File: src/rtl/ram_ctrl_pkg.sv
// ram_ctrl_pkg
// Shared types and default widths for the RAM request controller.
//   state_t     : controller FSM states (IDLE, WR, RD)
//   rsp_entry_t : one response FIFO entry (read data + last-beat flag)
package ram_ctrl_pkg;

  localparam int RC_ADDR_W = 8;
  localparam int RC_DATA_W = 32;
  localparam int RC_LEN_W  = 4;

  typedef enum logic [1:0] {
    IDLE = 2'd0,
    WR   = 2'd1,
    RD   = 2'd2
  } state_t;

  typedef struct packed {
    logic [RC_DATA_W-1:0] data;
    logic                 last;
  } rsp_entry_t;

endpackage

File: src/rtl/ram_req_ctrl_if.sv
// ram_req_ctrl_if
// Command and response channels between a client (master) and the RAM
// request controller (slave).
//   cmd_* : valid/ready command (write or incrementing read burst)
//   rsp_* : valid/ready read response stream with last-beat marker
interface ram_req_ctrl_if
  import ram_ctrl_pkg::*;
#(
  parameter int ADDR_W = RC_ADDR_W,
  parameter int DATA_W = RC_DATA_W,
  parameter int LEN_W  = RC_LEN_W
);

  logic              cmd_valid_i;
  logic              cmd_ready_o;
  logic              cmd_we_i;
  logic [ADDR_W-1:0] cmd_addr_i;
  logic [LEN_W-1:0]  cmd_len_i;
  logic [DATA_W-1:0] cmd_wdata_i;
  logic              rsp_valid_o;
  logic              rsp_ready_i;
  logic [DATA_W-1:0] rsp_data_o;
  logic              rsp_last_o;

  modport master (
    output cmd_valid_i, cmd_we_i, cmd_addr_i, cmd_len_i, cmd_wdata_i, rsp_ready_i,
    input  cmd_ready_o, rsp_valid_o, rsp_data_o, rsp_last_o
  );

  modport slave (
    input  cmd_valid_i, cmd_we_i, cmd_addr_i, cmd_len_i, cmd_wdata_i, rsp_ready_i,
    output cmd_ready_o, rsp_valid_o, rsp_data_o, rsp_last_o
  );

endinterface

File: src/rtl/ram_rsp_fifo.sv
// ram_rsp_fifo
// Synchronous FIFO holding read responses.
//   clk_i      : clock
//   flush_i    : synchronous flush (empties the FIFO)
//   push_i     : write push_data_i
//   pop_i      : drop the head entry
//   pop_data_o : head entry, all zeros while empty
//   full_o / empty_o / count_o : occupancy
// Simultaneous push and pop is accepted when full or empty.
module ram_rsp_fifo
  import ram_ctrl_pkg::*;
#(
  parameter int  DEPTH   = 4,
  parameter type entry_t = rsp_entry_t,
  localparam int PTR_W   = $clog2(DEPTH),
  localparam int CNT_W   = PTR_W + 1
) (
  input  logic             clk_i,
  input  logic             flush_i,
  input  logic             push_i,
  input  entry_t           push_data_i,
  input  logic             pop_i,
  output entry_t           pop_data_o,
  output logic             full_o,
  output logic             empty_o,
  output logic [CNT_W-1:0] count_o
);

  entry_t           r_mem [DEPTH];
  logic [PTR_W-1:0] r_wr_ptr;
  logic [PTR_W-1:0] r_rd_ptr;
  logic [CNT_W-1:0] r_count;
  logic             w_push_ok;
  logic             w_pop_ok;

  assign full_o    = (r_count == CNT_W'(DEPTH));
  assign empty_o   = (r_count == '0);
  assign count_o   = r_count;
  assign w_pop_ok  = pop_i && !empty_o;
  // When full, the slot being popped is the slot being written.
  assign w_push_ok = push_i && (!full_o || w_pop_ok);

  assign pop_data_o = empty_o ? '0 : r_mem[r_rd_ptr];

  always_ff @(posedge clk_i) begin
    if (flush_i) begin
      r_wr_ptr <= '0;
      r_rd_ptr <= '0;
      r_count  <= '0;
    end else begin
      if (w_push_ok) r_wr_ptr <= r_wr_ptr + 1'b1;
      if (w_pop_ok)  r_rd_ptr <= r_rd_ptr + 1'b1;
      r_count <= r_count + CNT_W'(w_push_ok) - CNT_W'(w_pop_ok);
    end
  end

  always_ff @(posedge clk_i) begin
    if (w_push_ok) r_mem[r_wr_ptr] <= push_data_i;
  end

  a_no_underflow: assert property (@(posedge clk_i) disable iff (flush_i)
    !(pop_i && empty_o));

endmodule

File: src/rtl/ram_req_ctrl.sv
// ram_req_ctrl
// Turns valid/ready commands into single-port RAM cycles: single-beat
// writes and incrementing read bursts of 1..2**LEN_W beats. Read data is
// returned through a response FIFO; beats are only issued when the FIFO is
// guaranteed to have room for them (credit = FIFO count + reads in flight).
//   clk_i, rst_i : clock, synchronous active-high reset
//   bus          : command / response channels (slave side)
//   ram_cs_o, ram_we_o, ram_addr_o, ram_data_o : registered RAM controls
//   ram_data_i   : RAM read data, valid the cycle after a sampled read
module ram_req_ctrl
  import ram_ctrl_pkg::*;
#(
  parameter int ADDR_W    = RC_ADDR_W,
  parameter int DATA_W    = RC_DATA_W,
  parameter int LEN_W     = RC_LEN_W,
  parameter int RSP_DEPTH = 4   // power of two, >= 3
) (
  input  logic              clk_i,
  input  logic              rst_i,
  ram_req_ctrl_if.slave     bus,
  output logic              ram_cs_o,
  output logic              ram_we_o,
  output logic [ADDR_W-1:0] ram_addr_o,
  output logic [DATA_W-1:0] ram_data_o,
  input  logic [DATA_W-1:0] ram_data_i
);

  localparam int CNT_W = $clog2(RSP_DEPTH) + 1;

  typedef struct packed {
    logic [DATA_W-1:0] data;
    logic              last;
  } entry_t;

  state_t            r_state, w_state_nxt;
  logic [ADDR_W-1:0] r_addr, w_addr_nxt;
  logic [LEN_W-1:0]  r_cnt, w_cnt_nxt;
  logic              r_done, w_done_nxt;   // last beat already issued

  logic              w_accept;
  logic              w_credit;
  logic              w_issue;
  logic              w_issue_we;
  logic              w_issue_last;
  logic [ADDR_W-1:0] w_issue_addr;
  logic [DATA_W-1:0] w_issue_data;

  logic              r_rd_vld_p1, r_last_p1;
  logic              r_rd_vld_p2, r_last_p2;

  logic [CNT_W-1:0]  w_fifo_count;
  logic [CNT_W:0]    w_inflight;
  logic              w_full, w_empty, w_pop;
  entry_t            w_push_data, w_head;

  assign bus.cmd_ready_o = (r_state == IDLE) && !rst_i;
  assign w_accept        = bus.cmd_valid_i && bus.cmd_ready_o;

  // Reads already issued but not yet in the FIFO still need a slot;
  // a pop in this cycle is deliberately not credited.
  assign w_inflight = {1'b0, w_fifo_count}
                    + {{CNT_W{1'b0}}, r_rd_vld_p1}
                    + {{CNT_W{1'b0}}, r_rd_vld_p2};
  assign w_credit   = (w_inflight < (CNT_W+1)'(RSP_DEPTH));

  // The decision made here is what appears on the registered RAM pins in
  // the next cycle, so the first read beat is issued from IDLE on accept.
  always_comb begin
    w_state_nxt  = r_state;
    w_addr_nxt   = r_addr;
    w_cnt_nxt    = r_cnt;
    w_done_nxt   = r_done;
    w_issue      = 1'b0;
    w_issue_we   = 1'b0;
    w_issue_last = 1'b0;
    w_issue_addr = r_addr;
    w_issue_data = '0;
    case (r_state)
      IDLE: begin
        if (w_accept) begin
          if (bus.cmd_we_i) begin
            w_state_nxt  = WR;
            w_issue      = 1'b1;
            w_issue_we   = 1'b1;
            w_issue_addr = bus.cmd_addr_i;
            w_issue_data = bus.cmd_wdata_i;
          end else begin
            w_state_nxt  = RD;
            w_issue_addr = bus.cmd_addr_i;
            w_addr_nxt   = bus.cmd_addr_i;
            w_cnt_nxt    = bus.cmd_len_i;
            w_done_nxt   = 1'b0;
            if (w_credit) begin
              w_issue      = 1'b1;
              w_issue_last = (bus.cmd_len_i == '0);
              w_addr_nxt   = bus.cmd_addr_i + 1'b1;
              w_cnt_nxt    = bus.cmd_len_i - 1'b1;
              w_done_nxt   = (bus.cmd_len_i == '0);
            end
          end
        end
      end
      WR: w_state_nxt = IDLE;
      RD: begin
        if (r_done) begin
          w_state_nxt = IDLE;
        end else if (w_credit) begin
          w_issue      = 1'b1;
          w_issue_last = (r_cnt == '0);
          w_addr_nxt   = r_addr + 1'b1;
          w_cnt_nxt    = r_cnt - 1'b1;
          w_done_nxt   = (r_cnt == '0);
        end
      end
      default: w_state_nxt = IDLE;
    endcase
  end

  always_ff @(posedge clk_i) begin
    if (rst_i) begin
      r_state <= IDLE;
      r_addr  <= '0;
      r_cnt   <= '0;
      r_done  <= 1'b0;
    end else begin
      r_state <= w_state_nxt;
      r_addr  <= w_addr_nxt;
      r_cnt   <= w_cnt_nxt;
      r_done  <= w_done_nxt;
    end
  end

  // Stage p1: beat on the RAM pins; RAM samples it at the end of this cycle.
  always_ff @(posedge clk_i) begin
    if (rst_i) begin
      ram_cs_o    <= 1'b0;
      ram_we_o    <= 1'b0;
      ram_addr_o  <= '0;
      ram_data_o  <= '0;
      r_rd_vld_p1 <= 1'b0;
      r_last_p1   <= 1'b0;
    end else begin
      ram_cs_o    <= w_issue;
      ram_we_o    <= w_issue_we;
      r_rd_vld_p1 <= w_issue && !w_issue_we;
      r_last_p1   <= w_issue_last;
      if (w_issue) begin
        ram_addr_o <= w_issue_addr;
        ram_data_o <= w_issue_data;
      end
    end
  end

  // Stage p2: read data present on ram_data_i, pushed into the FIFO.
  always_ff @(posedge clk_i) begin
    if (rst_i) begin
      r_rd_vld_p2 <= 1'b0;
      r_last_p2   <= 1'b0;
    end else begin
      r_rd_vld_p2 <= r_rd_vld_p1;
      r_last_p2   <= r_last_p1;
    end
  end

  assign w_push_data = '{data: ram_data_i, last: r_last_p2};
  assign w_pop       = bus.rsp_valid_o && bus.rsp_ready_i;

  ram_rsp_fifo #(
    .DEPTH   (RSP_DEPTH),
    .entry_t (entry_t)
  ) u_rsp_fifo (
    .clk_i       (clk_i),
    .flush_i     (rst_i),
    .push_i      (r_rd_vld_p2),
    .push_data_i (w_push_data),
    .pop_i       (w_pop),
    .pop_data_o  (w_head),
    .full_o      (w_full),
    .empty_o     (w_empty),
    .count_o     (w_fifo_count)
  );

  assign bus.rsp_valid_o = !w_empty;
  assign bus.rsp_data_o  = w_head.data;
  assign bus.rsp_last_o  = w_head.last;

  a_no_overflow: assert property (@(posedge clk_i) disable iff (rst_i)
    !(r_rd_vld_p2 && w_full && !w_pop));

  a_cs_not_idle: assert property (@(posedge clk_i) disable iff (rst_i)
    !(ram_cs_o && (r_state == IDLE)));

endmodule

File: src/flat_wrapper.sv
// flat-port wrapper written by rule: the top's interface ports become plain ports
module ram_req_ctrl_flat import ram_ctrl_pkg::*;
#(
  parameter int ADDR_W    = RC_ADDR_W,
  parameter int DATA_W    = RC_DATA_W,
  parameter int LEN_W     = RC_LEN_W,
  parameter int RSP_DEPTH = 4                        
)
  (clk_i, rst_i, ram_cs_o, ram_we_o, ram_addr_o, ram_data_o, ram_data_i, bus_cmd_valid_i, bus_cmd_we_i, bus_cmd_addr_i, bus_cmd_len_i, bus_cmd_wdata_i, bus_rsp_ready_i, bus_cmd_ready_o, bus_rsp_valid_o, bus_rsp_data_o, bus_rsp_last_o);
  ram_req_ctrl_if #(.ADDR_W(ADDR_W), .DATA_W(DATA_W), .LEN_W(LEN_W)) bus_i ();
  input  logic clk_i;
  input  logic rst_i;
  output logic ram_cs_o;
  output logic ram_we_o;
  output logic [ADDR_W-1:0] ram_addr_o;
  output logic [DATA_W-1:0] ram_data_o;
  input  logic [DATA_W-1:0] ram_data_i;
  input wire logic [$bits(bus_i.cmd_valid_i)-1:0] bus_cmd_valid_i;
  input wire logic [$bits(bus_i.cmd_we_i)-1:0] bus_cmd_we_i;
  input wire logic [$bits(bus_i.cmd_addr_i)-1:0] bus_cmd_addr_i;
  input wire logic [$bits(bus_i.cmd_len_i)-1:0] bus_cmd_len_i;
  input wire logic [$bits(bus_i.cmd_wdata_i)-1:0] bus_cmd_wdata_i;
  input wire logic [$bits(bus_i.rsp_ready_i)-1:0] bus_rsp_ready_i;
  output wire logic [$bits(bus_i.cmd_ready_o)-1:0] bus_cmd_ready_o;
  output wire logic [$bits(bus_i.rsp_valid_o)-1:0] bus_rsp_valid_o;
  output wire logic [$bits(bus_i.rsp_data_o)-1:0] bus_rsp_data_o;
  output wire logic [$bits(bus_i.rsp_last_o)-1:0] bus_rsp_last_o;
  assign bus_i.cmd_valid_i = bus_cmd_valid_i;
  assign bus_i.cmd_we_i = bus_cmd_we_i;
  assign bus_i.cmd_addr_i = bus_cmd_addr_i;
  assign bus_i.cmd_len_i = bus_cmd_len_i;
  assign bus_i.cmd_wdata_i = bus_cmd_wdata_i;
  assign bus_i.rsp_ready_i = bus_rsp_ready_i;
  assign bus_cmd_ready_o = bus_i.cmd_ready_o;
  assign bus_rsp_valid_o = bus_i.rsp_valid_o;
  assign bus_rsp_data_o = bus_i.rsp_data_o;
  assign bus_rsp_last_o = bus_i.rsp_last_o;
  ram_req_ctrl #(.ADDR_W(ADDR_W), .DATA_W(DATA_W), .LEN_W(LEN_W), .RSP_DEPTH(RSP_DEPTH)) u_core (.clk_i(clk_i), .rst_i(rst_i), .bus(bus_i), .ram_cs_o(ram_cs_o), .ram_we_o(ram_we_o), .ram_addr_o(ram_addr_o), .ram_data_o(ram_data_o), .ram_data_i(ram_data_i));
endmodule
File: config.mk
export PLATFORM = sky130hd
export DESIGN_NAME = ram_req_ctrl_flat
export DESIGN_NICKNAME = d
export VERILOG_FILES = /design/src/rtl/ram_ctrl_pkg.sv /design/src/rtl/ram_req_ctrl_if.sv /design/src/rtl/ram_rsp_fifo.sv /design/src/rtl/ram_req_ctrl.sv /design/src/flat_wrapper.sv
export SDC_FILE = /design/constraint.sdc
export NUM_CORES = 1
export LEC_CHECK = 0
export BUFFER_PORTS_ARGS = -buffer_cell sky130_fd_sc_hd__buf_2
export CAP_MARGIN = 20
export CORE_MARGIN = 1
export CORE_UTILIZATION = 45
export DETAILED_ROUTE_END_ITERATION = 8
export PLACE_DENSITY = 0.69
export SYNTH_ARGS = -nofsm -noshare
export SYNTH_HDL_FRONTEND = slang
export SYNTH_SLANG_ARGS = --single-unit
File: constraint.sdc
create_clock -name clk_i -period 2.2 [get_ports clk_i]
set_input_delay 0.11 -clock clk_i [delete_from_list [all_inputs] [get_ports clk_i]]
set_output_delay 0.11 -clock clk_i [all_outputs]
set_load 0.005 [all_outputs]
* Word-level counts from Yosys, hierarchy flattened
Memories as Yosys holds them, arrays and structs flattened. A register that Yosys moved wholly into a read port is not among the register bits.
Index checks and enable logic that the tools add are counted.
** Cells by class
- Add/subtract/negate cells :: 10
- Order comparisons :: 1
- Eq/ne operators :: 7
- Muxes and demuxes :: 44
- Reduce and logical (&&, ||, !) cells :: 19
** Operators with widths (count)
- 32-bit 2-to-1 mux :: 3
- 8-bit 2-to-1 mux :: 7
- 33-bit 2-to-1 mux :: 1
- 4-bit 2-to-1 mux :: 5
- 1-bit 2-to-1 mux :: 17
- 8-bit by 1-bit adder with 8-bit output, second input constant :: 2
- 8-bit one-hot mux with 2 select lines :: 1
- 2-bit 2-to-1 mux :: 5
- 4-bit logical NOT :: 2
- 4-bit one-hot mux with 2 select lines :: 1
- 4-bit by 1-bit subtractor with 4-bit output, second input constant :: 2
- 1-bit logical AND :: 6
- 2-bit by 1-bit != test with 1-bit output, second input constant :: 3
- 1-bit one-hot mux with 2 select lines :: 3
- 5-bit AND reduction :: 1
- 2-bit by 1-bit adder with 2-bit output, second input constant :: 2
- 3-bit by 1-bit adder with 4-bit output :: 1
- 4-bit by 1-bit adder with 4-bit output :: 1
- 1-bit logical NOT :: 4
- 4-bit by 3-bit less-than comparator with 1-bit output, second input constant :: 1
- 2-bit != test, second input constant :: 2
- 2-bit one-hot mux with 2 select lines :: 1
- 3-bit by 1-bit adder with 3-bit output :: 1
- 3-bit equality test, second input constant :: 1
- other kinds (8) :: 8
** Word-level totals
- Register bits :: 68
- Bits in writable memories :: 132
- Input bits :: 81
- Output and inout bits :: 77
- Word-level logic and storage cells :: 97
- Memories :: 1
** Memories
- u_core.u_rsp_fifo.r_mem :: words 4, width 33, rd ports 1, clocked after Yosys merged registers in 1, write ports 1, line ram_rsp_fifo.sv:29 : entry_t r_mem [DEPTH];

* Logic depth before layout (Yosys ltp)
- Depth after elaboration :: 8
- Depth in mapped cells :: 9
- Depth with buffers taken out :: 8

* Cells and area by module
A second synthesis with hierarchy kept.
** Unflattened totals
- Cells, all modules :: 556
- Area total of the unflattened synthesis :: 8346.8 sq um
** Modules (own cells, without submodules)
- ram_rsp_fifo :: times used 1, cells each 260, area an instance 5630.4 sq um
- ram_req_ctrl :: times used 1, cells each 296, area an instance 2716.4 sq um

* Worst setup path before layout
No wires, ideal clock.
- Kind :: register to register
- From :: register u_core.u_rsp_fifo.r_count[0] (netlist: u_core.u_rsp_fifo.count_o[0])
- To :: register u_core.ram_data_o[23]
- Data arrival time :: 1.893 ns
- Required time :: 2.083 ns
- Path slack :: 0.190 ns
- Stages on the path, launching flop included :: 10
- Clock period less this slack :: 2.010 ns
- Cell sequence :: dfxtp_1 > ha_1 > a21o_1 > nor4b_4 > or2_4 > o22a_1 > buf_4 > nor2_4 > buf_2 > a22o_1
** Between the ends
- Longest elaborated chain between the ends :: 7
** Ends and longest elaborated chain
- start: declaration :: line ram_rsp_fifo.sv:32 : logic [CNT_W-1:0] r_count;
- start signal: assignment :: line ram_rsp_fifo.sv:53 : r_count <= r_count + CNT_W'(w_push_ok) - CNT_W'(w_pop_ok);
- 3-bit by 1-bit adder with 4-bit output (*) :: line ram_req_ctrl.sv:62 : + {{CNT_W{1'b0}}, r_rd_vld_p1}
- 4-bit by 1-bit adder with 4-bit output (*) :: line ram_req_ctrl.sv:63 : + {{CNT_W{1'b0}}, r_rd_vld_p2};
- 4-bit by 3-bit less-than comparator with 1-bit output (*) :: line ram_req_ctrl.sv:64 : assign w_credit = (w_inflight < (CNT_W+1)'(RSP_DEPTH));
- 1-bit 2-to-1 mux (*) :: line ram_req_ctrl.sv:93, ram_req_ctrl.sv:107
- 1-bit 2-to-1 mux :: line ram_req_ctrl.sv:81 : if (bus.cmd_we_i) begin
- 1-bit 2-to-1 mux :: line ram_req_ctrl.sv:80 : if (w_accept) begin
- 1-bit one-hot mux with 2 select lines (*) :: line ram_req_ctrl.sv:78 : case (r_state)
- end signal: assignment :: line ram_req_ctrl.sv:149 : ram_data_o <= w_issue_data;
- end: declaration :: line ram_req_ctrl.sv:24 : output logic [DATA_W-1:0] ram_data_o,
Every way passes the cells marked *; elsewhere a longest branch is shown, timed or not.
A chain may end at the register's enable or synchronous reset.

==> flow_summary.ini <==
[detailed_routing]
ant_nets = 0
drcViolationCount = 0
wl_per_cell_um = 17.6
routed_wl_um = 17900
first_iter_violations = 272
vias = 5317
drt_first_pass_iters = 4
avgViaCountPerCell = 5.24

[grt]
grt_pass1_wl_um = 27500
gr-usage-met1_pct = 25.7
busiest_layer = met2
overflow = 0
grt_start_max_net_pins = 36
grt_pass1_vias = 5433
use_met2_pct = 31.9
antenna_found_initial = 0
use_met3_pct = 3.50
track_usage_pct = 19.1

[clock_tree]
clk_latency_ns = 0.50
ctsRootBufferMaster = clkbuf_16
cts_max_level = 1
cts.clk_slew.worst_paths_ns = 0.06
clk_path_buf_depth = 3
cts_buffers = 22
cts.sinks = 202
cts_tree = built

[critical_path]
slowest_stage = mux4_2
worstPathRequired_ns = 2.09
critPathKind = reg2out
r2r_setup_slack_ns = 0.14
crit_family = multiplexers
critical_path.cell_chain = buf_12 > mux4_2 > and2_1 > buf_2
max_stage_delay_ns = 0.52
crit_arrival_ns = 2.02
worstRegToRegCells = 8
cp.buffers_inverters = 2
endpoint_kind = output pin
critical_path_depth = 4
critPathLaunchType = register
crit_path_max_fanout = 10

[finish]
nNetsFinal = 868
design_area_um2 = 10700
drive_above_1_share_pct = 33.8
syn2layout_area_growth_pct = 32.0
antenna_cells = 0
instances_no_fill = 1015
num-fill-cells = 1315

[floorplan]
dieArea_um2 = 18500
core_um2 = 17400
start_util_pct = 46.4
die_h_um = 136
rows = 48
die_w_um = 136
io_pins = 158

[power]
switching_share_pct = 27.1
p_clk_share_pct = 32.8
peakVddDrop_uv = 605
p_seq_share_pct = 41.7
intPower_mw = 7.84
p_leak_nw = 4.12
switchingPower_mw = 2.91
p_comb_share_pct = 25.6
p_per_area_nw_per_um2 = 1010

[place]
gp_congestion = 0.855
dp_hpwl_um = 11100
portBuffers = 157
postPlaceCellArea_um2 = 9210
place_inst = 901

[sta]
period_needed_ns = 2.13
min_period_over_period_pct = 96.6
fmax_mhz = 470
timing.slew.headroom_pct = 37.9
hold_slack_ns = 0.0245
tightest_slew_ns = 0.931
finalSetupViolations = 0
slew_violations = 0
rsz0062_at_grt = yes
skew_ns = 0.0134
hold_viol = 0

[run]
cap_violations = 0

[yosys]
yosys_warnings = 0
syn-num-nets = 624
synth.avg_cell_area_um2 = 15.3
synth_seq_area_share_pct = 66.3
synth_top_area_share_pct = 49.0
synth.most_common_cell = edfxtp_1
synthTopCellsByCount = edfxtp_1 (132), dfxtp_1 (70), and2_1 (39), mux4_2 (33), a22o_1 (32)
synth_area_um2 = 8090
synth_ff_type = edfxtp_1
syn_inst = 530
synth_edf_count = 132
async_flop_share_pct = 0
ys_top_cells_by_area = edfxtp_1 (49%), dfxtp_1 (17%), mux4_2 (9.2%)
synth_area_leader_cell = edfxtp_1
postSynthRegisterBits = 202
synth_cell_types = 56

[run_status]
status = finished, final reports clean

[worst_hold_path]
hold_class = in2reg
whs_path_depth = 5
-- through the flow --
stage	power, mW	setup WS (ns)	utilization (%)	TNS (ns)
floorplan	6.10	0.190	-	0
global placement	7.05	0.183	52.9	0
detailed placement	7.11	0.0901	52.9	0
CTS	10.7	0.00928	60.9	0
global route	11.3	-0.0114	61.3	-0.0459
finish	10.8	0.0743	61.3	0
-- worst register-to-register path, delay by kind of cell, from the launching register on --
family          cells  cell delay, ns
compound gates      3            0.66
simple gates        2            0.43
flops               1            0.34
fa+ha+maj           1            0.30
mux                 1            0.13
buf+inv             1            0.15
-- path summary, 6_finish.rpt --
check,from,endpoint
worst max register to register,u_core.u_rsp_fifo.count_o[0],u_core.r_addr[1]
worst min-delay path,bus_cmd_len_i[3],u_core.r_done
worst max-delay path,register,bus_rsp_data_o[20]
worst min register to register,u_core.r_last_p1,u_core.r_last_p2
-- flip-flops by register name (all words and copies together), names as in the netlist, 3 cells and up, named ones only --
| name | flops |
|---|---|
| u_core.ram_addr_o | 8 |
| u_core.r_cnt | 4 |
| u_core.r_addr | 8 |
| u_core.u_rsp_fifo.count_o | 3 |
| u_core.u_rsp_fifo.r_mem | 132 |
| u_core.ram_data_o | 32 |
-- layout make-up --
type / count / area, um^2 / area share, %
clock buffer: 30 / 621 / 5.81
clock inverter: 10 / 91.3 / 0.856
inverter: 9 / 33.8 / 0.316
multi-input combinational: 287 / 2540 / 23.8
sequential: 202 / 5370 / 50.3
tap: 225 / 282 / 2.64
timing repair buffer: 252 / 1740 / 16.3
-- power by group through the flow --
stage                     combinational (mW)  clock (mW)  sequential [mW]
final                                   2.75        3.52             4.48
after CTS                               2.67        3.59             4.47
after detailed placement                2.57           0             4.54
after global placement                  2.51           0             4.54
after global routing                    3.04        3.71             4.52
after floorplan                         1.66           0             4.44
-- per-layer routing --
layer,wire (um),share of wire [%]
met1,7770,43
met4,321,1.8
met3,1080,6.0
met2,8700,49
met5,0,0
-- cell families (layout without fill, tap and decap cells) --
kind of cell | count (synthesis) | in the layout | share of synthesized area (%)
flops | 202 | 202 | 66.3
simple gates | 126 | 126 | 8.66
buf+inv | 41 | 301 | 2.30
xor+xnor | 14 | 14 | 1.52
compound gates | 92 | 92 | 8.77
mux | 42 | 42 | 10.3
fa+ha+maj | 13 | 13 | 2.10
-- cell usage in the layout, fill, tap and decap left out, drive strengths merged, types with 5 or more instances in the layout --
cell type / n
a22o: 32
xnor2: 10
nor2b: 7
ha: 12
and3: 7
a211oi: 8
edfxtp: 132
dfxtp: 70
a21oi: 15
o21ai: 8
and2: 39
inv: 10
clkbuf: 31
mux4: 33
dlygate4sd3: 68
a31oi: 5
nand2: 14
buf: 183
nor2: 31
mux2i: 9
clkinv: 8
-- repair_timing --
action,CTS,global route
endpoints found under the setup margin,27,46
hold buffers,68,0
cloned,0,1
setup buffers,0,5
endpoints found under the hold margin,163,0
resized for setup,1,3
pin swaps,0,2
Note: power is estimated with default switching activity, not from simulation.
